### config.mk
export PLATFORM = sky130hd
export DESIGN_NAME = ysyx_25070198_mem_arb
export DESIGN_NICKNAME = d
export VERILOG_FILES = /design/src/rtl/ysyx_25070198_mem_arb.sv
export SDC_FILE = /design/constraint.sdc
export NUM_CORES = 1
export LEC_CHECK = 0
export CORE_MARGIN = 4
export CORE_UTILIZATION = 31
export DETAILED_ROUTE_END_ITERATION = 8
export GPL_ROUTABILITY_DRIVEN = 0
export PLACE_DENSITY_LB_ADDON = 0.3
export SLEW_MARGIN = 40
export SYNTH_ARGS = -nofsm -noshare
export SYNTH_HDL_FRONTEND = slang
export SYNTH_SLANG_ARGS = --single-unit
### constraint.sdc
create_clock -name clk -period 2.3 [get_ports clk]
set_clock_uncertainty 0.2 [all_clocks]
set_input_delay 0.345 -clock clk [delete_from_list [all_inputs] [get_ports clk]]
set_output_delay 0.345 -clock clk [all_outputs]
set_load 0.05 [all_outputs]
### src/rtl/ysyx_25070198_mem_arb.sv
// Two-master (IFU/LSU) arbiter for a single memory port, one outstanding transaction, response watchdog.
// Optional build macro MEM_ARB_RR_EN: round-robin on ties instead of fixed LSU priority.
module ysyx_25070198_mem_arb #(
  parameter int ADDR_W  = 32,
  parameter int DATA_W  = 32,
  parameter int TIMEOUT = 255
) (
  input  logic                clk,
  input  logic                rst,
  input  logic                ifu_valid,
  input  logic [ADDR_W-1:0]   ifu_addr,
  output logic                ifu_ready,
  output logic                ifu_rvalid,
  output logic [DATA_W-1:0]   ifu_rdata,
  output logic                ifu_err,
  input  logic                lsu_valid,
  input  logic                lsu_wen,
  input  logic [ADDR_W-1:0]   lsu_addr,
  input  logic [DATA_W-1:0]   lsu_wdata,
  input  logic [DATA_W/8-1:0] lsu_wmask,
  output logic                lsu_ready,
  output logic                lsu_rvalid,
  output logic [DATA_W-1:0]   lsu_rdata,
  output logic                lsu_err,
  output logic                mem_req_valid,
  input  logic                mem_req_ready,
  output logic                mem_wen,
  output logic [ADDR_W-1:0]   mem_addr,
  output logic [DATA_W-1:0]   mem_wdata,
  output logic [DATA_W/8-1:0] mem_wmask,
  input  logic                mem_resp_valid,
  input  logic [DATA_W-1:0]   mem_resp_rdata
);

  localparam int CNT_W = (TIMEOUT < 2) ? 1 : $clog2(TIMEOUT + 1);
  localparam logic [CNT_W-1:0] CNT_LAST = CNT_W'(TIMEOUT - 1);

  typedef enum logic [1:0] {
    IDLE = 2'd0,
    REQ  = 2'd1,
    RESP = 2'd2
  } state_e;

  state_e              state_q;
  logic                grant_lsu_q;
  logic [CNT_W-1:0]    cnt_q;
  logic [CNT_W-1:0]    cnt_d;
  logic                req_valid_q;
  logic                wen_q;
  logic [ADDR_W-1:0]   addr_q;
  logic [DATA_W-1:0]   wdata_q;
  logic [DATA_W/8-1:0] wmask_q;
  logic                ifu_rvalid_q;
  logic                ifu_err_q;
  logic [DATA_W-1:0]   ifu_rdata_q;
  logic                lsu_rvalid_q;
  logic                lsu_err_q;
  logic [DATA_W-1:0]   lsu_rdata_q;

  logic accept;
  logic pick_lsu;

`ifdef MEM_ARB_RR_EN
  // last_lsu_q = 1 when the previous accept went to the LSU; reset value means "IFU last".
  logic last_lsu_q;

  assign pick_lsu = lsu_valid && (!ifu_valid || !last_lsu_q);

  always_ff @(posedge clk or negedge rst) begin
    if (!rst) begin
      last_lsu_q <= 1'b0;
    end else if (accept) begin
      last_lsu_q <= pick_lsu;
    end
  end
`else
  assign pick_lsu = lsu_valid;
`endif

  // Ready is combinational so the winner sees acceptance in the same IDLE cycle.
  assign accept    = rst && (state_q == IDLE) && (ifu_valid || lsu_valid);
  assign lsu_ready = accept && pick_lsu;
  assign ifu_ready = accept && !pick_lsu;

  assign cnt_d = cnt_q + CNT_W'(1);

  always_ff @(posedge clk or negedge rst) begin
    if (!rst) begin
      state_q      <= IDLE;
      grant_lsu_q  <= 1'b0;
      cnt_q        <= '0;
      req_valid_q  <= 1'b0;
      wen_q        <= 1'b0;
      addr_q       <= '0;
      wdata_q      <= '0;
      wmask_q      <= '0;
      ifu_rvalid_q <= 1'b0;
      ifu_err_q    <= 1'b0;
      ifu_rdata_q  <= '0;
      lsu_rvalid_q <= 1'b0;
      lsu_err_q    <= 1'b0;
      lsu_rdata_q  <= '0;
    end else begin
      ifu_rvalid_q <= 1'b0;
      ifu_err_q    <= 1'b0;
      lsu_rvalid_q <= 1'b0;
      lsu_err_q    <= 1'b0;
      case (state_q)
        IDLE: begin
          if (accept) begin
            grant_lsu_q <= pick_lsu;
            req_valid_q <= 1'b1;
            state_q     <= REQ;
            if (pick_lsu) begin
              addr_q  <= lsu_addr;
              wen_q   <= lsu_wen;
              wdata_q <= lsu_wdata;
              wmask_q <= lsu_wmask;
            end else begin
              addr_q  <= ifu_addr;
              wen_q   <= 1'b0;
              wdata_q <= '0;
              wmask_q <= '0;
            end
          end
        end
        REQ: begin
          if (mem_req_ready) begin
            req_valid_q <= 1'b0;
            cnt_q       <= '0;
            state_q     <= RESP;
          end
        end
        RESP: begin
          // A response arriving on the timeout cycle still wins over the abort.
          if (mem_resp_valid || (cnt_q == CNT_LAST)) begin
            state_q <= IDLE;
            if (grant_lsu_q) begin
              lsu_rvalid_q <= 1'b1;
              lsu_err_q    <= !mem_resp_valid;
              lsu_rdata_q  <= mem_resp_valid ? mem_resp_rdata : '0;
            end else begin
              ifu_rvalid_q <= 1'b1;
              ifu_err_q    <= !mem_resp_valid;
              ifu_rdata_q  <= mem_resp_valid ? mem_resp_rdata : '0;
            end
          end else begin
            cnt_q <= cnt_d;
          end
        end
        default: begin
          state_q     <= IDLE;
          req_valid_q <= 1'b0;
        end
      endcase
    end
  end

  assign mem_req_valid = req_valid_q;
  assign mem_wen       = wen_q;
  assign mem_addr      = addr_q;
  assign mem_wdata     = wdata_q;
  assign mem_wmask     = wmask_q;
  assign ifu_rvalid    = ifu_rvalid_q;
  assign ifu_err       = ifu_err_q;
  assign ifu_rdata     = ifu_rdata_q;
  assign lsu_rvalid    = lsu_rvalid_q;
  assign lsu_err       = lsu_err_q;
  assign lsu_rdata     = lsu_rdata_q;

endmodule
==> key figures <==
Run status
  – Status: completed

STA
  – Setup TNS: 0 ns
  – Tmin final: roughly 2.2 ns
  – Slew Limit Fails: 0
  – Final worst path period share: between 90% and 100%
  – Worst Max-Slew Pin Slew: 0.694 ns
  – Final hold viol count: 0
  – RSZ-0062 raised after global routing: no
  – Final setup vio count: 0
  – Worst rel slew slack: 53.7%
  – Max frequency: approximately 450 MHz

Pwr
  – PwrDens: ~1700 mW/mm^2
  – Maximum vdd drop: ~1000 uV
  – Final total power: 16.7 mW
  – P_leak: around 4.0 nW

CTS
  – Clock transition at path regs: ~0.070 ns
  – H-Tree Depth: 4
  – Num CTS Buffers: 17
  – CTS sink count: 149
  – Clock tree buffer depth: 2
  – CTS tree: done
  – Worst-skew pair later-pin latency: slightly above 0.4 ns
  – Clock root buffer: clkbuf_16

Placed design
  – Area after DPL: a little under 0.009 sq mm
  – PortBufs: approximately 280
  – Detailed placer's ending HPWL: 13400 microns

Die
  – Initial Util: roughly a third
  – Die X: ~150 microns
  – Die Y: between 100 and 150 microns
  – Die area: approximately 0.021 sq mm
  – Row count: between 40 and 50
  – Core box area: between 0.015 and 0.02 sq mm
  – I/O pin count: about 280

Worst setup path
  – Crit path max-delay cell type: clkdlybuf4s50_1
  – Crit path launch type: register
  – Largest stage delay on the critical path: 0.88 ns
  – CP required: between 1.5 and 2 ns
  – Crit path cell chain: clkdlybuf4s50_1
  – WP buf/inv: 1
  – Crit Path Max Fanout: 3
  – Setup CP Type: register to output port
  – Critical path's top delay family: buffers and inverters
  – Crit path DAT: between 1.5 and 2 ns
  – Worst Setup End Kind: output port

Layout
  – N_diodes: 0
  – Final instance area: ~0.0096 sq mm
  – Most frequent cells in the layout: 272 x clkdlybuf4s50_1, 148 x dfrtp_1, 64 x a32o_1
  – Share of cells above drive strength 1: 8.78%
  – FILL cells: between 1.5k and 2k
  – Finished Core Util: 52.6%
  – Layout area overhead: 64.3%
  – Most common cell after layout, fill and taps aside: clkdlybuf4s50_1
  – Final net count: 869

GRT
  – Remaining global-route overflow: 0
  – Antenna violations before repair: 0
  – Vias in the first global route: between 5k and 6k
  – Global-route wire length before repair: 30900 microns
  – Gr usage total: between 15 and 20%
  – Pin count of the biggest net entering global routing: 150

Logic synthesis
  – Largest family of logic cells by synthesized area: compound AO/OA/AOI/OAI gates
  – Proportion of synthesized area in mux cells: 0%
  – Top_reg_cell synth: dfrtp_1
  – Syn nets: between 500 and 600
  – Mapped cell area: 0.00585 sq mm
  – Flops & latches, synth: roughly 150
  – FFs w/ async S/R, synth: 100%
  – Adder-cell share of the synthesized area: less than 1%
  – EDFF count, synth: 0
  – Synth Area in XOR/XNOR: 0.299%
  – Syn. warnings: 0
  – Simple-gate share of the synthesized area: 3.74%
  – Post-synthesis cell type count: 37
  – Avg Cell Area, Syn: roughly 13 sq um
  – Synth Instances: between 400 and 500
  – Synth Area in Compound Gates: between 20% and 30%
  – Register area share after synthesis: 63.7%

Drt
  – Vias per cell: approximately 5.4
  – Final wirelength: roughly 19000 microns
  – Via Count: roughly 5.3k
  – Pre-Repair DR Iteration Count: 7
  – Detailed-route DRC error count: 0
  – DR WL/cell: approximately 20 microns
  – Final ANT Viol Nets: 0
  – DRT iter0 DRCs: 275

Flow run
  – Max-cap viol count: 0

Hold path
  – Hold WC Path Type: input port to register
==> report_power, final <==
group / leakage, nW / internal, mW / switching [mW]
logic: 1.85 / 3.21 / 5.80
registers: 1.87 / 3.83 / 0.853
clock network: 0.313 / 1.90 / 1.13
total: 4.03 / 8.94 / 7.78
==> logic make-up (layout without fill, tap and decap cells) <==
kind of cell             count (synthesis)  in the layout
XOR/XNOR                                 2              2
adder cells (fa/ha/maj)                  2              2
flip-flops                             149            149
AO/OA/AOI/OAI                          213            213
AND/OR/NAND/NOR                         39             39
buffers and inverters                   51            335
==> flip-flops by register name (all words and copies together), names as in the netlist <==
register / flops
mem_wdata: 32
lsu_rvalid: 1
state_q: 2
ifu_rdata: 32
mem_wen: 1
mem_req_valid: 1
lsu_rdata: 32
mem_addr: 32
grant_lsu_q: 1
cnt_q: 8
ifu_rvalid: 1
ifu_err: 1
lsu_err: 1
mem_wmask: 4
==> routing by layer <==
layer / wire (microns) / global-route usage, % / vias up
met5: 0 / 0 / -
met4: 220 / 5.13 / 0
met3: 1790 / 6.26 / 14
met2: 8900 / 28.5 / 287
met1: 8370 / 23.7 / 2584
li1: - / - / 2366
==> what timing repair did <==
| item | CTS | global route |
|---|---|---|
| setup buffers | 1 | 0 |
| endpoints found under the setup margin | 2 | 2 |
| hold buffers | 1 | 0 |
| pin swaps | 1 | 0 |
| gates cloned | 0 | 0 |
| gates resized for setup | 1 | 3 |
| endpoints found under the hold margin | 149 | 0 |
==> worst paths after layout <==
check,slack [ns],end,depth (start not counted),startpoint
min reg2reg,0.29,ifu_rdata[12]$_DFFE_PN0P_,1,ifu_rdata[12]$_DFFE_PN0P_
max in group asynchronous,0.81,mem_wdata[24]$_DFFE_PN0P_,4,rst
min,0.06,ifu_err$_DFF_PN0_,4,mem_resp_valid
max reg2reg,0.38,ifu_rdata[3]$_DFFE_PN0P_,7,cnt_q[0]$_DFFE_PN0P_
max,0.08,mem_addr[10],1,mem_addr[10]$_DFFE_PN0P_
min in group asynchronous,0.37,ifu_rdata[30]$_DFFE_PN0P_,3,rst
==> cell type report <==
class / instances / area [sq um] / share of cell area (%)
Inverter: 6 / 27.5 / 0.286
Sequential cell: 149 / 3730 / 38.8
Clock inverter: 12 / 191 / 1.99
Tap cell: 229 / 287 / 2.98
Clock buffer: 19 / 453 / 4.71
Timing Repair Buffer: 298 / 3000 / 31.2
Multi-Input combinational cell: 256 / 1920 / 20.0
==> metrics by stage <==
stage               hold WS [ns]  std cells  worst slack (ns)
finish                    0.0635        969            0.0849
global route              0.0666        969          0.000364
CTS                       0.0384        968            0.0148
detailed placement         0.281        935             0.344
global placement           0.267        935             0.315
floorplan                 -0.151        456             0.173
==> synth_stat cells (3+ instances only) <==
| master | instances | area share, % |
|---|---|---|
| o2bb2ai_1 | 3 | 0.45 |
| clkbuf_1 | 30 | 1.9 |
| a22o_1 | 37 | 5.5 |
| buf_4 | 3 | 0.38 |
| o21ai_0 | 4 | 0.34 |
| nand3_1 | 5 | 0.43 |
| nor2_1 | 4 | 0.26 |
| inv_1 | 5 | 0.32 |
| dfrtp_1 | 149 | 64 |
| nand2_1 | 13 | 0.83 |
| o22ai_1 | 63 | 6.7 |
| buf_2 | 11 | 0.94 |
| a21oi_1 | 34 | 2.9 |
| a32o_1 | 64 | 11 |
(Power assumes the default switching activity.)
